**config.mk**
```make
export PLATFORM = sky130hd
export DESIGN_NAME = mc_table_loader
export DESIGN_NICKNAME = d
export VERILOG_FILES = /design/src/rtl/mc_table_loader.sv
export SDC_FILE = /design/constraint.sdc
export NUM_CORES = 1
export LEC_CHECK = 0
export ABC_CLOCK_PERIOD_IN_PS = 1730
export CAP_MARGIN = 20
export CORE_MARGIN = 2
export CORE_UTILIZATION = 35
export DETAILED_ROUTE_END_ITERATION = 8
export PLACE_DENSITY = 0.7
export SYNTH_ARGS = -nofsm -noshare
export SYNTH_HDL_FRONTEND = slang
export SYNTH_SLANG_ARGS = --single-unit
```
**constraint.sdc**
```tcl
create_clock -name CLK -period 1.73 [get_ports CLK]
set_clock_uncertainty 0.1 [all_clocks]
set_input_delay 0.346 -clock CLK [delete_from_list [all_inputs] [get_ports CLK]]
set_output_delay 0.346 -clock CLK [all_outputs]
set_load 0.01 [all_outputs]
```
**src/rtl/mc_table_loader.sv**
```systemverilog
`default_nettype none
// ============================================================================
//  Module   : mc_table_loader
//  Purpose  : Upstream feeder for one Monte-Carlo core. Accepts a stream of
//             18-bit table words (2^pathWidth sigma words, then T mu words),
//             writes them into the core's idle RAM banks, and when a full set
//             is loaded and the core is idle, flips the bank select and pulses
//             start. The next set is loaded while the core runs the current
//             one, so the two banks are used as a double buffer.
//  Ports    : CLK, RST_N (async active-low)
//             iData/iValid/oReady      - input stream handshake
//             iCoreDone                - core done indication (level)
//             oSigmaWrite*/oSigmaWE    - sigma RAM write port (registered)
//             oMuWrite*/oMuWE          - mu RAM write port (registered)
//             oSwitch, oStart          - bank select / one-cycle start pulse
//             oCoreBusy                - core is running a set
//             oChecksum                - only with MC_LOADER_CHECKSUM_EN
//  Options  : MC_LOADER_CHECKSUM_EN adds a 32-bit running sum of each set,
//             latched into oChecksum when the banks are swapped.
//  Revision : 1.0 - initial release
// ============================================================================
module mc_table_loader #(
   parameter int pathWidth = 10,
   parameter int logT      = 9,
   parameter int T         = 512
) (
   input  logic                 CLK,
   input  logic                 RST_N,
   input  logic [17:0]          iData,
   input  logic                 iValid,
   output logic                 oReady,
   input  logic                 iCoreDone,
   output logic [pathWidth-1:0] oSigmaWriteAddress,
   output logic [17:0]          oSigmaWriteData,
   output logic                 oSigmaWE,
   output logic [logT-1:0]      oMuWriteAddress,
   output logic [17:0]          oMuWriteData,
   output logic                 oMuWE,
   output logic                 oSwitch,
   output logic                 oStart,
   output logic                 oCoreBusy
`ifdef MC_LOADER_CHECKSUM_EN
   ,
   output logic [31:0]          oChecksum
`endif
);

   // One shared word counter serves both tables, so it is as wide as the
   // larger of the two address spaces.
   localparam int CW = (pathWidth > logT) ? pathWidth : logT;
   localparam logic [CW-1:0] C_SIGMA_LAST = CW'((1 << pathWidth) - 1);
   localparam logic [CW-1:0] C_MU_LAST    = CW'(T - 1);

   typedef enum logic [2:0] {
      S_LOAD_SIGMA = 3'd0,
      S_LOAD_MU    = 3'd1,
      S_WAIT_CORE  = 3'd2,
      S_SWAP       = 3'd3,
      S_START      = 3'd4
   } state_t;

   state_t                 r_state;
   logic [CW-1:0]          r_cnt;
   logic                   r_ready;
   logic                   r_sigma_we;
   logic [pathWidth-1:0]   r_sigma_addr;
   logic [17:0]            r_sigma_data;
   logic                   r_mu_we;
   logic [logT-1:0]        r_mu_addr;
   logic [17:0]            r_mu_data;
   logic                   r_switch;
   logic                   r_start;
   logic                   r_busy;
   logic                   r_done_d;

   logic                   w_xfer;
   logic                   w_done_rise;

   // r_ready is only ever high in the two load states, so a transfer can
   // never happen while waiting for, swapping or starting the core.
   assign w_xfer      = iValid & r_ready;
   assign w_done_rise = iCoreDone & ~r_done_d;

   always_ff @(posedge CLK or negedge RST_N) begin
      if (!RST_N) begin
         r_state      <= S_LOAD_SIGMA;
         r_cnt        <= '0;
         r_ready      <= 1'b0;
         r_sigma_we   <= 1'b0;
         r_sigma_addr <= '0;
         r_sigma_data <= '0;
         r_mu_we      <= 1'b0;
         r_mu_addr    <= '0;
         r_mu_data    <= '0;
         r_switch     <= 1'b0;
         r_start      <= 1'b0;
         r_busy       <= 1'b0;
         r_done_d     <= 1'b0;
      end else begin
         r_sigma_we <= 1'b0;
         r_mu_we    <= 1'b0;
         r_start    <= 1'b0;
         r_done_d   <= iCoreDone;

         // Only the rising edge clears busy, so a long done level cannot
         // also cancel the run started after it. The START branch below
         // assigns later and therefore wins over a same-cycle clear.
         if (w_done_rise) begin
            r_busy <= 1'b0;
         end

         case (r_state)
            S_LOAD_SIGMA: begin
               r_ready <= 1'b1;
               if (w_xfer) begin
                  r_sigma_we   <= 1'b1;
                  r_sigma_addr <= r_cnt[pathWidth-1:0];
                  r_sigma_data <= iData;
                  if (r_cnt == C_SIGMA_LAST) begin
                     r_cnt   <= '0;
                     r_state <= S_LOAD_MU;
                  end else begin
                     r_cnt <= r_cnt + 1'b1;
                  end
               end
            end

            S_LOAD_MU: begin
               r_ready <= 1'b1;
               if (w_xfer) begin
                  r_mu_we   <= 1'b1;
                  r_mu_addr <= r_cnt[logT-1:0];
                  r_mu_data <= iData;
                  if (r_cnt == C_MU_LAST) begin
                     r_cnt   <= '0;
                     r_ready <= 1'b0;
                     r_state <= S_WAIT_CORE;
                  end else begin
                     r_cnt <= r_cnt + 1'b1;
                  end
               end
            end

            // The final mu write lands during this state, before the swap.
            S_WAIT_CORE: begin
               r_ready <= 1'b0;
               if (!r_busy) begin
                  r_state <= S_SWAP;
               end
            end

            S_SWAP: begin
               r_ready  <= 1'b0;
               r_switch <= ~r_switch;
               r_start  <= 1'b1;
               r_state  <= S_START;
            end

            S_START: begin
               r_busy  <= 1'b1;
               r_ready <= 1'b1;
               r_state <= S_LOAD_SIGMA;
            end

            default: begin
               r_ready <= 1'b0;
               r_cnt   <= '0;
               r_state <= S_LOAD_SIGMA;
            end
         endcase
      end
   end

   assign oReady             = r_ready;
   assign oSigmaWriteAddress = r_sigma_addr;
   assign oSigmaWriteData    = r_sigma_data;
   assign oSigmaWE           = r_sigma_we;
   assign oMuWriteAddress    = r_mu_addr;
   assign oMuWriteData       = r_mu_data;
   assign oMuWE              = r_mu_we;
   assign oSwitch            = r_switch;
   assign oStart             = r_start;
   assign oCoreBusy          = r_busy;

`ifdef MC_LOADER_CHECKSUM_EN
   logic [31:0] r_sum;
   logic [31:0] r_checksum;

   // The sum is taken at the transfer itself, so the last word of a set is
   // already included by the time SWAP latches it.
   always_ff @(posedge CLK or negedge RST_N) begin
      if (!RST_N) begin
         r_sum      <= '0;
         r_checksum <= '0;
      end else begin
         if (r_state == S_START) begin
            r_sum <= '0;
         end else if (w_xfer) begin
            r_sum <= r_sum + {14'd0, iData};
         end
         if (r_state == S_SWAP) begin
            r_checksum <= r_sum;
         end
      end
   end

   assign oChecksum = r_checksum;
`endif

endmodule
`default_nettype wire

```
==> metrics.yaml <==
placement:
  numPortBuffers: 82
  dp_slack_ps: -279
  dp.cells: 415
  place_congestion: 0.826
  dp_hpwl_mm: 4.69
  post_dp_cell_area_sq_um: 4190
synthesis:
  seq_area_frac_synth_pct: 58.3
  syn_nets: 247
  synth_edf_count: 0
  syn_area_sq_um: 3220
  synth_seq_cells: 75
  synth_area_per_cell_sq_um: 14.4
  synthFlopType: "dfrtp_1"
  yosysWarnings: 0
  synth.distinct_cells: 43
  synthArstFlopShare_pct: 100
  synth_cells: 224
clock_tree:
  clk_latency_ps: 330
  clockBufferDepth: 2
  post_cts_buffers: 0
  htreeDepth: 3
  path_clk_slew_ps: 70
  cts_made_buffers: 9
  cts_sinks: 75
  cts_tree: "yes"
  clock-root-buffer: "clkbuf_8"
routing:
  drc: 0
  vias_per_cell: 4.93
  drt_wl_total_mm: 7.01
  firstDrtPassIters: 4
  drtAntennaViolNets: 0
  dr_total_vias: 2129
  avgRoutedWirePerCell_microns: 16.2
  drt_iter0_drc: 67
power:
  p_comb_share_pct: 19.4
  swShare_pct: 26.7
  switching_power_mw: 1.08
  power_mw: 4.07
  p_clk_share_pct: 30.1
  power.leakage_nw: 2.49
  seqPwrFrac_pct: 50.5
  powerDensity_nw_per_um2: 895
  vdd_drop_max_uv: 557
  p_int_mw: 2.98
grt:
  grt-ovfl-total: 0
  grt_pass1_vias: 2149
  grt.total_usage_pct: 14.0
  antenna_found_initial: 0
  grt_pass1_wl_mm: 10.9
  grt_start_max_net_pins: 33
timing:
  fin_crit_sh_pct: 97.8
  hold_viol_final: 0
  setup_ws_ps: 37.9
  fin_tns_setup_ps: 0
  fmax_mhz: 591
  whs_ps: 375
  relSlewSlack_pct: 73.3
  tightest_slew_ps: 400
  rsz0062_at_grt: "true"
  setup_viol: 0
  drv_slew: 0
  post-route-min-period_ps: 1690
run_status:
  status: "finished, final reports clean"
cells_and_area:
  nets: 343
  layout-drive-gt1-share_pct: 29.9
  antennaDiodeCount: 0
  area_growth_pct: 41.3
  layout.cells.non_filler: 432
  fin_util_pct: 51.6
  multiInputGateArea_sq_um: 1250
  regArea_sq_um: 1880
  fill_cells: 747
  design_area_sq_um: 4550
setup_path:
  critPathSlowestCell: "clkdlybuf4s50_1"
  crit_end: "oSigmaWriteAddress[1]"
  crit_arrival_ps: 1250
  start_kind: "register"
  worst-path-stages: 1
  cp_top_family: "buffers and inverters"
  critPathBufInv: 1
  setup.worst_path.start: "oSigmaWriteAddress[1]"
  cp_max_fo: 2
  cp-end-kind: "output port"
  cp.required_ps: 1280
  crit_path_max_incr_delay_ps: 560
  path_class: "register to output port"
  path_cells: "clkdlybuf4s50_1"
  r2r-start: "r_state[2]"
  r2r_setup_slack_ps: 40
  rr_worst_depth: 3
  r2r-end: "oMuWriteData[10]"
floorplanning:
  die_h_microns: 99.9
  die_x_microns: 99.9
  num_rows: 34
  io_pins: 83
  core_area_sq_um: 8810
  initial_core_util_pct: 36.5
  die_area_sq_um: 9980
worst_hold_path:
  hold_class: "input pin to register"
job:
  cap_viol_max_count: 0
[how the worst min path moves through the flow]
stage / start / to / slack (ps) / cells past startpoint
3_3_place_gp: RST_N / oMuWE / 200 / 1
5_1_grt: iCoreDone / r_done_d / 360 / 1
3_5_place_dp: RST_N / oMuWriteData[13] / 200 / 1
2_1_floorplan: RST_N / oCoreBusy / -50 / 0
6_report: iCoreDone / r_done_d / 380 / 1
4_1_cts: iCoreDone / r_done_d / 350 / 1
[flip-flops by register name, indices dropped and copies added (netlist names)]
name                cells
r_cnt                  10
oSigmaWriteData        18
oMuWriteData           18
oReady                  1
oSigmaWE                1
oCoreBusy               1
oSigmaWriteAddress     10
oStart                  1
r_state                 3
oMuWriteAddress         9
r_done_d                1
oMuWE                   1
oSwitch                 1
[layout make-up]
class / instances / area share [%]
Clock buffer: 13 / 3.72
Clock inverter: 2 / 0.220
Inverter: 3 / 0.248
Multi-Input combinational cell: 129 / 27.6
Sequential cell: 75 / 41.3
Tap cell: 108 / 2.97
Timing Repair Buffer: 102 / 24.0
[cells by family (layout without fill, tap and decap cells)]
| group | after synthesis | after routing | synth area share [%] |
|---|---|---|---|
| xor+xnor | 2 | 2 | 0.544 |
| simple gates | 40 | 40 | 8.05 |
| buf+inv | 20 | 120 | 4.70 |
| flops | 75 | 75 | 58.3 |
| fa+ha+maj | 1 | 1 | 0.389 |
| mux | 58 | 58 | 22.4 |
| compound gates | 28 | 28 | 5.60 |
[power by group through the flow]
stage          registers, mW  logic [mW]  clock network, mW
5_1_grt                 2.08       0.856               1.37
3_3_place_gp            2.08       0.772                  0
6_report                2.05       0.788               1.22
4_1_cts                 2.05       0.791               1.29
2_1_floorplan           2.09       0.323                  0
3_5_place_dp            2.09       0.784                  0
[cells in the mapped netlist (2+ instances only)]
| library cell | count | area share, % |
|---|---|---|
| a21oi_1 | 8 | 1.2 |
| a31oi_2 | 2 | 0.78 |
| and3_1 | 4 | 0.78 |
| and4_1 | 3 | 0.82 |
| buf_12 | 2 | 1.2 |
| buf_2 | 5 | 0.78 |
| buf_4 | 2 | 0.47 |
| clkbuf_1 | 3 | 0.35 |
| dfrtp_1 | 75 | 58 |
| inv_1 | 3 | 0.35 |
| mux2_1 | 3 | 1.0 |
| mux2_2 | 33 | 12 |
| mux2_4 | 19 | 8.9 |
| mux2i_1 | 3 | 0.93 |
| nand2_1 | 9 | 1.0 |
| nand3_1 | 4 | 0.62 |
| nand4_1 | 5 | 0.97 |
| nor2_1 | 2 | 0.23 |
| nor3b_1 | 3 | 0.70 |
| o21ai_0 | 10 | 1.6 |
| o31ai_1 | 3 | 0.70 |
| xor2_1 | 2 | 0.54 |
[timing repair]
item | CTS | global route
hold buffers | 1 | 0
cloned | 0 | 1
hold endpoints to repair | 29 | 0
resized for setup | 2 | 47
endpoints found under the setup margin | 2 | 70
[per-layer routing]
metal	track usage, %	up-vias	wire length (microns)
met5	0	-	0
met4	4.00	0	78
met3	4.87	8	364
met2	21.9	63	3380
met1	18.5	1064	3190
li1	-	994	-
[cells in the final DEF (no fill, tap or decap), types with 3 or more instances in the layout]
cell	synthesis	final
nand3_1	4	4
a21oi_1	8	8
mux2_1	3	3
dfrtp_1	75	75
nand4_1	5	5
inv_1	3	3
nand2_1	9	9
buf_4	2	16
and3_1	4	4
o21ai_0	10	10
o31ai_1	3	3
mux2_4	19	19
dlymetal6s2s_1	0	34
mux2i_1	3	3
clkbuf_8	1	12
nor3b_1	3	3
clkdlybuf4s50_1	0	45
mux2_2	33	33
No activity file was read; power rests on OpenSTA's default activity.
